## src/rtl/mux_rr_arbiter.sv

```systemverilog
// mux_rr_arbiter: two-source round-robin burst arbiter feeding one registered output slot
module mux_rr_arbiter #(
  parameter int DATA_WIDTH = 8,
  parameter int BURST_LEN  = 4
) (
  input  logic                  clk,
  input  logic                  rst,
  input  logic [DATA_WIDTH-1:0] din_0,
  input  logic                  valid_0,
  output logic                  ready_0,
  input  logic [DATA_WIDTH-1:0] din_1,
  input  logic                  valid_1,
  output logic                  ready_1,
  output logic [DATA_WIDTH-1:0] mux_out,
  output logic                  out_valid,
  input  logic                  out_ready,
  output logic                  sel
);
  typedef enum logic [1:0] {IDLE, OWN0, OWN1} state_t;
  state_t                  state_q;
  logic                    last_grant_q;
  logic [7:0]              beat_cnt_q;
  logic [DATA_WIDTH-1:0]   mux_out_q;
  logic                    out_valid_q;
  logic                    sel_q;
  logic                    own;
  logic                    src;
  logic                    rdy;
  logic                    vld;
  logic                    xfer;
  logic                    last_beat;
  logic [DATA_WIDTH-1:0]   din;
  assign own       = state_q != IDLE;
  assign src       = state_q == OWN1;
  // ready is masked during reset so no beat is accepted in the reset cycle
  assign rdy       = own & ~rst & (~out_valid_q | out_ready);
  assign vld       = src ? valid_1 : valid_0;
  assign din       = src ? din_1 : din_0;
  assign xfer      = rdy & vld;
  assign last_beat = (beat_cnt_q + 8'd1) == 8'(BURST_LEN);
  assign ready_0   = rdy & ~src;
  assign ready_1   = rdy & src;
  assign mux_out   = mux_out_q;
  assign out_valid = out_valid_q;
  assign sel       = sel_q;
  always_ff @(posedge clk) begin
    if (rst) begin
      state_q      <= IDLE;
      last_grant_q <= 1'b1;
      beat_cnt_q   <= '0;
      out_valid_q  <= 1'b0;
      mux_out_q    <= '0;
      sel_q        <= 1'b0;
    end else begin
      if (!own) begin
        state_q    <= (valid_0 & valid_1) ? (last_grant_q ? OWN0 : OWN1) :
                      valid_0 ? OWN0 : valid_1 ? OWN1 : IDLE;
        beat_cnt_q <= '0;
      end else if (xfer ? last_beat : ~vld) begin
        state_q      <= IDLE;
        last_grant_q <= src;
      end
      if (xfer) begin
        mux_out_q   <= din;
        sel_q       <= src;
        out_valid_q <= 1'b1;
        beat_cnt_q  <= beat_cnt_q + 8'd1;
      end else if (out_ready) begin
        out_valid_q <= 1'b0;
      end
    end
  end
endmodule

```

## config.mk

```make
export PLATFORM = sky130hd
export DESIGN_NAME = mux_rr_arbiter
export DESIGN_NICKNAME = d
export VERILOG_FILES = /design/src/rtl/mux_rr_arbiter.sv
export SDC_FILE = /design/constraint.sdc
export NUM_CORES = 1
export LEC_CHECK = 0
export BUFFER_PORTS_ARGS = -buffer_cell sky130_fd_sc_hd__buf_2
export CORE_ASPECT_RATIO = 1.4
export CORE_MARGIN = 4
export CORE_UTILIZATION = 48
export CTS_BUF_LIST = sky130_fd_sc_hd__clkbuf_4 sky130_fd_sc_hd__clkbuf_8
export DETAILED_ROUTE_END_ITERATION = 10
export PLACE_DENSITY = 0.78
export SYNTH_ARGS = -nofsm -noshare
export SYNTH_HDL_FRONTEND = slang
export SYNTH_SLANG_ARGS = --single-unit
```

## constraint.sdc

```tcl
create_clock -name clk -period 1.7 [get_ports clk]
set_input_delay 0.34 -clock clk [delete_from_list [all_inputs] [get_ports clk]]
set_output_delay 0.34 -clock clk [all_outputs]
set_load 0.01 [all_outputs]
```

==> results.sh <==
export IMPL_criticalPathCategory="register to register"
export IMPL_grt_max_degree=17
export IMPL_multi_input_comb_area_um2=716
export IMPL_antenna_left=0
export IMPL_floorplan_rows=20
export IMPL_rsz0062_at_grt="true"
export IMPL_p_comb_share_pct=23.2
export IMPL_p_leak_nw=0.663
export IMPL_tightest_slew_ns=0.307
export IMPL_hpwlAfterDp_mm=2.22
export IMPL_worst_clock_skew_ns=0.00164
export IMPL_synth_edf_count=0
export IMPL_drtIter0Drc=40
export IMPL_tns_ns=0
export IMPL_ys_ff_latch=21
export IMPL_syn_area_per_cell_um2=8.20
export IMPL_synth_net_count=163
export IMPL_synth_flop_cell="dfxtp_1"
export IMPL_period_needed_ns=1.68
export IMPL_final_hold_viol_count=0
export IMPL_hp_class="primary input to register"
export IMPL_n_antenna_cell=0
export IMPL_fin_nets=212
export IMPL_status="completed"
export IMPL_crit_top_cell="buf_4"
export IMPL_crit_chain="buf_4 -> nand3b_4 -> a211oi_4 -> buf_4 -> nor2_1 -> a311oi_2"
export IMPL_synth_distinct_cells=34
export IMPL_wl_mm=3.07
export IMPL_cts_tree="done"
export IMPL_io_pins=33
export IMPL_portBuffers=32
export IMPL_max_freq_mhz=595
export IMPL_initial_core_util_pct=51.6
export IMPL_cts_clk_slew_worst_paths_ns=0.12
export IMPL_peakVddDrop_mv=0.416
export IMPL_synth_async_reset_ratio_pct=0
export IMPL_worstSkewPairLatency_ns=0.30
export IMPL_crit_required_ns=1.91
export IMPL_htreeDepth=1
export IMPL_critPathCaptureType="register"
export IMPL_grt_pass1_wl_mm=5.25
export IMPL_area_growth_pct=32.0
export IMPL_power_density_nw_per_um2=677
export IMPL_slowest_stage="dfxtp_2"
export IMPL_p_sw_w=0.000293
export IMPL_power_internal_w=0.000733
export IMPL_antenna_found_initial=0
export IMPL_synth_seq_area_share_pct=36.6
export IMPL_drt_pass1_iterations=5
export IMPL_n_fill_cell=176
export IMPL_dp_cells=201
export IMPL_die_height_um=65.9
export IMPL_place_congestion=0.882
export IMPL_grt_util_all_layers_pct=20.5
export IMPL_hold_end="mux_out[1]"
export IMPL_cts_made_buffers=3
export IMPL_die_w_um=49.3
export IMPL_r2r_slack_ns=0.02
export IMPL_seqPwrFrac_pct=51.5
export IMPL_cts_buffer_depth=2
export IMPL_setup_viol=0
export IMPL_worst_path_max_fanout=13
export IMPL_layout_commonest_cell="buf_2"
export IMPL_timing_rr_start="state_q[0]"
export IMPL_cts_sinks=21
export IMPL_coreArea_um2=2230
export IMPL_cts_root_buf="clkbuf_4"
export IMPL_layoutNonFillerInstCount=210
export IMPL_viasPerCell=5.80
export IMPL_grt_overflow=0
export IMPL_reg2regPathDepth=6
export IMPL_synthCells=140
export IMPL_seq_area_um2=425
export IMPL_max_cap_viol_count=0
export IMPL_syn_area_um2=1150
export IMPL_crit_arrival_ns=1.90
export IMPL_num_vias=1218
export IMPL_slowest_delay_ns=0.35
export IMPL_drive_above_1_share_pct=39.4
export IMPL_max_slew_margin_pct=79.4
export IMPL_grt_pass1_vias=1212
export IMPL_drv_slew=0
export IMPL_wl_per_cell_um=14.6
export IMPL_clock_power_share_pct=25.3
export IMPL_r2r_end="mux_out[6]"
export IMPL_min_from="din_0[1]"
export IMPL_drc=0
export IMPL_sw_frac_of_total_pct=28.6
export IMPL_hold_depth=3
export IMPL_mostFrequentLayoutCells="buf_2 (32), nand2_1 (23), nor2_1 (19), dfxtp_1 (17), buf_4 (16)"
export IMPL_yosysWarnings=0
export IMPL_start_kind="register"
export IMPL_total_power_w=0.00103
export IMPL_die_area_um2=3250
export IMPL_period_share_pct=98.8
-- flip-flops by register name, indices dropped and copies added (netlist names) --
signal	count
state_q	2
last_grant_q	1
out_valid	1
beat_cnt_q	8
mux_out	8
sel	1
-- critical path, delay by kind of cell, from the launching register on --
kind	cells	cell delay, ns
and+or+nand+nor	2	0.24
AOI/OAI and AO/OA	2	0.59
DFF	1	0.35
buffers and inverters	2	0.41
-- cells in the mapped netlist, types with 3 or more instances --
| cell type | n | area share, % |
|---|---|---|
| a311oi_2 | 6 | 7.8 |
| clkbuf_1 | 4 | 1.3 |
| o21ai_0 | 9 | 3.9 |
| nand3b_1 | 5 | 3.3 |
| nor2_1 | 19 | 6.2 |
| nor2b_1 | 4 | 2.2 |
| nand2_1 | 23 | 7.5 |
| nand3_1 | 4 | 1.7 |
| nor3_1 | 3 | 1.3 |
| dfxtp_1 | 21 | 37 |
| or3_1 | 3 | 1.6 |
| a21oi_1 | 10 | 4.4 |
-- cell families (layout without fill, tap and decap cells) --
family | count (synthesis) | in the layout | synth area share, %
and+or+nand+nor | 70 | 70 | 30.4
AOI/OAI and AO/OA | 37 | 37 | 25.5
DFF | 21 | 21 | 36.6
buffers and inverters | 8 | 56 | 3.59
adders and majority gates | 2 | 2 | 2.18
muxes | 2 | 2 | 1.74
-- how the worst max path moves through the flow --
stage | startpoint | endpoint | slack, ns
after floorplan | beat_cnt_q[0] | last_grant_q | 0.03
after global placement | beat_cnt_q[0] | last_grant_q | 0.07
after detailed placement | beat_cnt_q[0] | last_grant_q | 0.03
after CTS | state_q[0] | ready_1 | 0.002
after global routing | beat_cnt_q[1] | state_q[1] | -0.07
final | state_q[0] | mux_out[6] | 0.02
-- power groups by stage --
stage,clock network [W],logic [W],registers (W)
floorplan,0,0.000114,0.000548
global placement,0,0.000206,0.000537
detailed placement,0,0.000214,0.000538
CTS,0.000260,0.000224,0.000526
global route,0.000282,0.000264,0.000531
finish,0.000260,0.000239,0.000528
-- final cells by class --
| cell class | count | area share [%] |
|---|---|---|
| multi-input cells | 111 | 47.2 |
| flip-flops and latches | 21 | 28.1 |
| repair buffers | 51 | 20.7 |
| clock buffers | 4 | 1.98 |
| well taps | 22 | 1.82 |
| inverters | 1 | 0.248 |
-- metal layers --
metal | track usage, % | vias to the layer above | routed length, µm
met5 | 0 | - | 0
met4 | 7.47 | 0 | 27
met3 | 2.71 | 4 | 198
met2 | 38.9 | 49 | 1570
met1 | 22.9 | 563 | 1280
li1 | - | 602 | -
-- metrics by stage --
step	hold slack (ns)	setup slack (ns)	instance area (µm²)	utilization (%)
floorplan	0.472	0.0287	1150	-
global placement	0.473	0.0720	1410	63.1
detailed placement	0.484	0.0253	1410	63.1
CTS	0.294	0.00187	1460	65.5
global route	0.304	-0.0671	1520	68.1
finish	0.300	0.0196	1520	68.1
-- repair_timing --
action / 4_1_cts / 5_1_grt
hold buffers: 0 / 0
setup endpoints to repair: 1 / 11
pin swaps: 0 / 4
buffers inserted: 2 / 3
gates resized for setup: 3 / 12
(Power assumes the default switching activity.)
